==> src/rtl/clock_phase_gen.sv <==
// Multi-channel divided-clock / clock-enable generator with per-channel ratio and phase,
// plus a RUN/HALT/STEP mode machine that freezes or single-steps on channel-0 period ends.
module clock_phase_gen #(
    parameter int NUM_CH      = 4,
    parameter int DIV_W       = 4,
    parameter int DEFAULT_DIV = 4
) (
    input  logic                    clock,
    input  logic                    reset,
    input  logic                    cfg_load,
    input  logic [NUM_CH*DIV_W-1:0] cfg_div,
    input  logic [NUM_CH*DIV_W-1:0] cfg_phase,
    output logic                    cfg_ack,
    input  logic                    halt_req,
    input  logic                    run_req,
    input  logic                    step_req,
    output logic [1:0]              mode,
    output logic [NUM_CH-1:0]       clk_out,
    output logic [NUM_CH-1:0]       ce_out
);

    typedef enum logic [1:0] {
        MODE_RUN  = 2'b00,
        MODE_HALT = 2'b01,
        MODE_STEP = 2'b10
    } mode_t;

    localparam logic [DIV_W-1:0] DEF_DIV = (DEFAULT_DIV == 0) ? DIV_W'(1) : DIV_W'(DEFAULT_DIV);

    function automatic logic [DIV_W-1:0] san_div(input logic [DIV_W-1:0] d);
        return (d == '0) ? DIV_W'(1) : d;
    endfunction

    function automatic logic [DIV_W-1:0] san_phase(input logic [DIV_W-1:0] d, input logic [DIV_W-1:0] p);
        return (p >= d) ? '0 : p;
    endfunction

    function automatic logic [DIV_W-1:0] init_cnt(input logic [DIV_W-1:0] d, input logic [DIV_W-1:0] p);
        return (p == '0) ? '0 : (d - p);
    endfunction

    function automatic logic [DIV_W-1:0] hi_cnt(input logic [DIV_W-1:0] d);
        logic [DIV_W:0] t;
        t = {1'b0, d} + (DIV_W+1)'(1);
        return t[DIV_W:1];
    endfunction

    logic [NUM_CH-1:0][DIV_W-1:0] div_q, div_d, phase_q, phase_d, cnt_q, cnt_d;
    logic [NUM_CH-1:0][DIV_W-1:0] sdiv_q, sdiv_d, sphase_q, sphase_d;
    logic                         apply_q, apply_d;
    logic                         halt_pend_q, halt_pend_d;
    logic                         ack_q, ack_d;
    mode_t                        mode_q, mode_d;
    logic [NUM_CH-1:0]            clk_q, clk_d, ce_q, ce_d;
    logic                         wrap0_s;

    // Next-state logic: config apply, channel counters and mode transitions.
    always_comb begin
        div_d       = div_q;
        phase_d     = phase_q;
        sdiv_d      = sdiv_q;
        sphase_d    = sphase_q;
        cnt_d       = cnt_q;
        mode_d      = mode_q;
        halt_pend_d = halt_pend_q;
        clk_d       = '0;
        ce_d        = '0;
        ack_d       = 1'b0;
        apply_d     = cfg_load;
        wrap0_s     = (cnt_q[0] == (div_q[0] - DIV_W'(1)));

        // Shadow fields are stored already sanitised so the apply edge is a plain copy.
        if (cfg_load) begin
            for (int i = 0; i < NUM_CH; i++) begin
                sdiv_d[i]   = san_div(cfg_div[i*DIV_W +: DIV_W]);
                sphase_d[i] = san_phase(san_div(cfg_div[i*DIV_W +: DIV_W]), cfg_phase[i*DIV_W +: DIV_W]);
            end
        end else begin
            sdiv_d   = sdiv_q;
            sphase_d = sphase_q;
        end

        if (apply_q) begin
            div_d   = sdiv_q;
            phase_d = sphase_q;
            ack_d   = 1'b1;
            for (int i = 0; i < NUM_CH; i++) begin
                cnt_d[i] = init_cnt(sdiv_q[i], sphase_q[i]);
            end
        end else begin
            if (mode_q != MODE_HALT) begin
                for (int i = 0; i < NUM_CH; i++) begin
                    clk_d[i] = (cnt_q[i] < hi_cnt(div_q[i]));
                    ce_d[i]  = (cnt_q[i] == '0);
                    cnt_d[i] = (cnt_q[i] == (div_q[i] - DIV_W'(1))) ? '0 : (cnt_q[i] + DIV_W'(1));
                end
            end else begin
                cnt_d = cnt_q;
            end

            case (mode_q)
                MODE_RUN: begin
                    if (halt_req) begin
                        halt_pend_d = 1'b1;
                    end else if (run_req) begin
                        halt_pend_d = 1'b0;
                    end else begin
                        halt_pend_d = halt_pend_q;
                    end
                    if (halt_pend_q && wrap0_s) begin
                        mode_d      = MODE_HALT;
                        halt_pend_d = 1'b0;
                        for (int i = 0; i < NUM_CH; i++) begin
                            cnt_d[i] = init_cnt(div_q[i], phase_q[i]);
                        end
                    end else begin
                        mode_d = MODE_RUN;
                    end
                end
                MODE_HALT: begin
                    if (run_req) begin
                        mode_d = MODE_RUN;
                    end else if (step_req) begin
                        mode_d = MODE_STEP;
                    end else begin
                        mode_d = MODE_HALT;
                    end
                end
                MODE_STEP: begin
                    if (run_req) begin
                        mode_d = MODE_RUN;
                    end else if (wrap0_s) begin
                        mode_d = MODE_HALT;
                        for (int i = 0; i < NUM_CH; i++) begin
                            cnt_d[i] = init_cnt(div_q[i], phase_q[i]);
                        end
                    end else begin
                        mode_d = MODE_STEP;
                    end
                end
                default: begin
                    mode_d      = MODE_RUN;
                    halt_pend_d = 1'b0;
                end
            endcase
        end
    end

    // State registers with synchronous reset.
    always_ff @(posedge clock) begin
        if (reset) begin
            for (int i = 0; i < NUM_CH; i++) begin
                div_q[i]    <= DEF_DIV;
                phase_q[i]  <= '0;
                sdiv_q[i]   <= DEF_DIV;
                sphase_q[i] <= '0;
                cnt_q[i]    <= '0;
            end
            apply_q     <= 1'b0;
            halt_pend_q <= 1'b0;
            ack_q       <= 1'b0;
            mode_q      <= MODE_RUN;
            clk_q       <= '0;
            ce_q        <= '0;
        end else begin
            div_q       <= div_d;
            phase_q     <= phase_d;
            sdiv_q      <= sdiv_d;
            sphase_q    <= sphase_d;
            cnt_q       <= cnt_d;
            apply_q     <= apply_d;
            halt_pend_q <= halt_pend_d;
            ack_q       <= ack_d;
            mode_q      <= mode_d;
            clk_q       <= clk_d;
            ce_q        <= ce_d;
        end
    end

    assign cfg_ack = ack_q;
    assign mode    = mode_q;
    assign clk_out = clk_q;
    assign ce_out  = ce_q;

endmodule

==> config.mk <==
export PLATFORM = sky130hd
export DESIGN_NAME = clock_phase_gen
export DESIGN_NICKNAME = d
export VERILOG_FILES = /design/src/rtl/clock_phase_gen.sv
export SDC_FILE = /design/constraint.sdc
export NUM_CORES = 1
export LEC_CHECK = 0
export ABC_AREA = 1
export CORE_MARGIN = 2
export CORE_UTILIZATION = 53
export CTS_CLUSTER_DIAMETER = 100
export DETAILED_ROUTE_END_ITERATION = 8
export HOLD_SLACK_MARGIN = 0.05
export PLACE_DENSITY = 0.79
export SYNTH_ARGS = -nofsm -noshare
export SYNTH_HDL_FRONTEND = slang
export SYNTH_SLANG_ARGS = --single-unit
==> constraint.sdc <==
create_clock -name clock -period 1.77 [get_ports clock]
set_input_delay 0.354 -clock clock [delete_from_list [all_inputs] [get_ports clock]]
set_output_delay 0.354 -clock clock [all_outputs]
set_load 0.02 [all_outputs]
==> summary.txt <==
Run status
  – Run status: finished with violations
  – Violated checks: negative setup slack

Yosys
  – Post-synthesis area per instance: 7.47 µm²
  – Ranking of synthesized cells by area: sky130_fd_sc_hd__dfxtp_1, sky130_fd_sc_hd__ha_1, sky130_fd_sc_hd__nand2_1
  – Sequential cell area fraction in the yosys report: 0.304
  – Largest area contributor in the netlist: sky130_fd_sc_hd__dfxtp_1
  – Count of state elements after synthesis: 93
  – Number of cells produced by synthesis: 819
  – Number of distinct library cell variants in the gate-level netlist after synthesis: 38
  – Area fraction of the dominant cell type after synthesis: 0.304
  – Cell area after technology mapping: 0.00612 mm²
  – Total nets after synthesis: 937
  – Synth warnings: 0

Clock network
  – Clock network latency to the later pin of the worst-skew pair: 0.35 ns
  – Buffer levels on the longest clock path: 2
  – Clock sink count: 93
  – Clock-pin slew reported for the worst setup and hold paths after clock tree synthesis: 0.07 ns
  – CTS Buf Count: 9
  – Number of H-tree levels: 3
  – TritonCTS clock tree: yes
  – CTS root buffer: sky130_fd_sc_hd__clkbuf_16

Die
  – Std-Cell Rows: 39
  – Height of the die: 111 µm
  – Overall die width: 111 µm
  – Area of the die: 0.0124 mm²
  – I/O pin count: 49
  – Starting density of the core: 0.541
  – Placeable core area: 0.0113 mm²

Global route
  – Antenna violations before repair: 0
  – Pin count of the biggest net entering global routing: 57
  – First-pass GRT wire length: 24700 µm
  – Remaining global-route overflow: 0
  – Via count of the first global-routing pass: 5287
  – Total routing resource utilization after global routing: 0.241

Setup path
  – Launching element type of the critical path: flip-flop
  – Required time at the worst-slack endpoint: 2.01 ns
  – Worst path max stage delay: 0.34 ns
  – Arrival time at the worst endpoint: 2.08 ns
  – Slowest stage cell, crit path: sky130_fd_sc_hd__dfxtp_2
  – Worst setup path category: reg2reg
  – Crit path max fanout: 8
  – Most repeated library cell on the critical path: sky130_fd_sc_hd__nand2_2
  – Critical path capture point type: flip-flop
  – Series of cell instances along the critical path: inv_2, ha_4, nor2_1, nor2_1, nand2_1, nor2_4, nand3_2, nand2_4, nand3_4, nand2_2, nand2_2, nand2_2, nand2_2

Timing
  – Unrepaired setup endpoints after global routing: yes
  – Total count of max-transition violations in the final report: 0
  – Number of failing setup endpoints in the final timing report: 15
  – Tightest Pin Transition: 0.477 ns
  – Worst rel slew slack: 0.679
  – Shortest period the worst path allows: 1.84 ns
  – Crit path setup slack, layout: -0.0662 ns
  – Fraction of the cycle the final worst path needs: 1.04
  – Final hold violation count: 0
  – Worst hold margin: 0.390 ns
  – Fmax: 545 MHz
  – Post-Route Skew: 0.00618 ns
  – Summed negative setup slack over all endpoints: -0.481 ns

Routing
  – Number of iterations in the first detailed-routing pass: 5
  – Number of design rule violations left after detail routing: 0
  – Via count: 5572
  – Starting DRC count in detailed routing: 303
  – Routed via count divided by cell count: 5.18
  – Routed length per placed instance: 14.0 µm
  – Remaining antenna violation count after routing: 0
  – Wire length after detailed routing: 15000 µm

Final layout
  – Final net count: 1045
  – P&R area growth vs syn: 28.8%
  – Most used cells in the layout excluding fill and tap cells: sky130_fd_sc_hd__nand2_1, sky130_fd_sc_hd__inv_1, sky130_fd_sc_hd__dfxtp_1
  – Share of layout cells above drive strength 1: 0.192
  – Fillers: 887
  – Final cell area excluding filler cells: 0.00788 mm²
  – Antenna diodes: 0
  – Footprint of the flip-flops and latches: 0.00187 mm²
  – Area taken by multi-input logic gates: 0.00393 mm²
  – Final cell count without fillers: 1075
  – Core occupancy in the finished layout: 0.696
  – Commonest non-fill, non-tap cell in the layout: sky130_fd_sc_hd__nand2_1

Place
  – Setup slack at placement: -0.585 ns
  – Total half-perimeter wirelength after legalization and detailed placement: 10700 µm
  – I/O Buffers: 48
  – Placed Cells incl. Taps: 1053
  – Placed instance area: 0.00722 mm²
  – Placer's final routability congestion estimate: 0.830

Power and ir drop
  – Worst supply voltage drop on vdd: 488 µV
  – Power per cell area: 737 mW/mm²
  – Overall power consumption: 5.81 mW
  – Leak pwr: 3.90 nW

Min path
  – Hold crit path type: in2reg

Job
  – Maximum capacitance violations: 0
timing repair:
item	4_1_cts	5_1_grt
setup buffers	1	4
endpoints found under the setup margin	37	39
hold buffers	0	0
gates resized for setup	46	55
pin swaps	30	43
cloned	1	0
worst max-delay path: cells and delay by family (launching register included):
kind | cells | cell delay [ns]
adders and majority gates | 1 | 0.27
buffers and inverters | 1 | 0.05
DFF | 1 | 0.34
and+or+nand+nor | 11 | 1.04
where the power goes:
group	switching [mW]	total, mW	internal, mW
clock network	0.861	1.85	0.992
registers	0.149	2.40	2.25
logic	0.832	1.56	0.725
total	1.84	5.81	3.97
sequential cells by signal, summed over array words and instances (netlist names):
name         count
mode             2
div_q           16
cfg_ack          1
halt_pend_q      1
apply_q          1
ce_out           4
clk_out          4
sdiv_q          16
phase_q         16
sphase_q        16
cnt_q           16
cell usage after synthesis:
cell type and count:
sky130_fd_sc_hd__a22oi_1 4, sky130_fd_sc_hd__ha_1 72, sky130_fd_sc_hd__o22ai_1 18, sky130_fd_sc_hd__nand2_2 3, sky130_fd_sc_hd__a31o_2 4, sky130_fd_sc_hd__o21ai_0 51, sky130_fd_sc_hd__a2111oi_0 4, sky130_fd_sc_hd__o211ai_1 1
sky130_fd_sc_hd__buf_2 5, sky130_fd_sc_hd__nor3_1 2, sky130_fd_sc_hd__xor2_1 31, sky130_fd_sc_hd__a21oi_1 43, sky130_fd_sc_hd__nor2_4 1, sky130_fd_sc_hd__a31oi_1 3, sky130_fd_sc_hd__nor2_1 25, sky130_fd_sc_hd__o211a_1 4
sky130_fd_sc_hd__nor4_1 7, sky130_fd_sc_hd__buf_1 4, sky130_fd_sc_hd__a32oi_1 1, sky130_fd_sc_hd__and3_2 1, sky130_fd_sc_hd__nor2_2 3, sky130_fd_sc_hd__clkbuf_2 3, sky130_fd_sc_hd__inv_2 3, sky130_fd_sc_hd__a22o_1 6
sky130_fd_sc_hd__xnor2_1 22, sky130_fd_sc_hd__a211oi_1 3, sky130_fd_sc_hd__or2_2 5, sky130_fd_sc_hd__nand4_1 10, sky130_fd_sc_hd__buf_6 3, sky130_fd_sc_hd__fa_1 8, sky130_fd_sc_hd__dfxtp_1 93, sky130_fd_sc_hd__nand3_4 1
sky130_fd_sc_hd__inv_1 138, sky130_fd_sc_hd__nand3_1 34, sky130_fd_sc_hd__clkbuf_1 11, sky130_fd_sc_hd__a21boi_0 8, sky130_fd_sc_hd__buf_4 1, sky130_fd_sc_hd__nand2_1 183
final timing paths:
check,startpoint,endpoint,slack (ns),cells after the start
setup / recovery,div_q[0],cnt_q[11],-0.07,13
hold / removal,cfg_div[7],sdiv_q[7],0.39,4
setup reg to reg,div_q[0],cnt_q[11],-0.07,13
hold reg to reg,sdiv_q[14],div_q[14],0.49,2
logic make-up (layout without fill, tap and decap cells):
family	after synthesis	after routing	synth area share
AOI/OAI and AO/OA	150	150	0.146
xor gates and xnor gates	53	53	0.0759
adders and majority gates	80	80	0.173
buffers and inverters	168	280	0.109
DFF	93	93	0.304
and+or+nand+nor	275	276	0.192
metal layers:
layer | wire length (µm) | vias to the layer above | track usage
li1 | - | 2880 | -
met1 | 7290 | 2549 | 0.332
met2 | 6990 | 124 | 0.394
met3 | 466 | 19 | 0.0278
met4 | 257 | 0 | 0.0823
met5 | 0 | - | 0
final cells by class:
type,instances,area share
multi-input cells,559,0.499
flip-flops and latches,93,0.237
repair buffers,123,0.139
inverters,141,0.0671
clock buffers,11,0.0308
well taps,143,0.0227
clock inverters,5,0.00429
No activity file was read; power rests on OpenSTA's default activity.
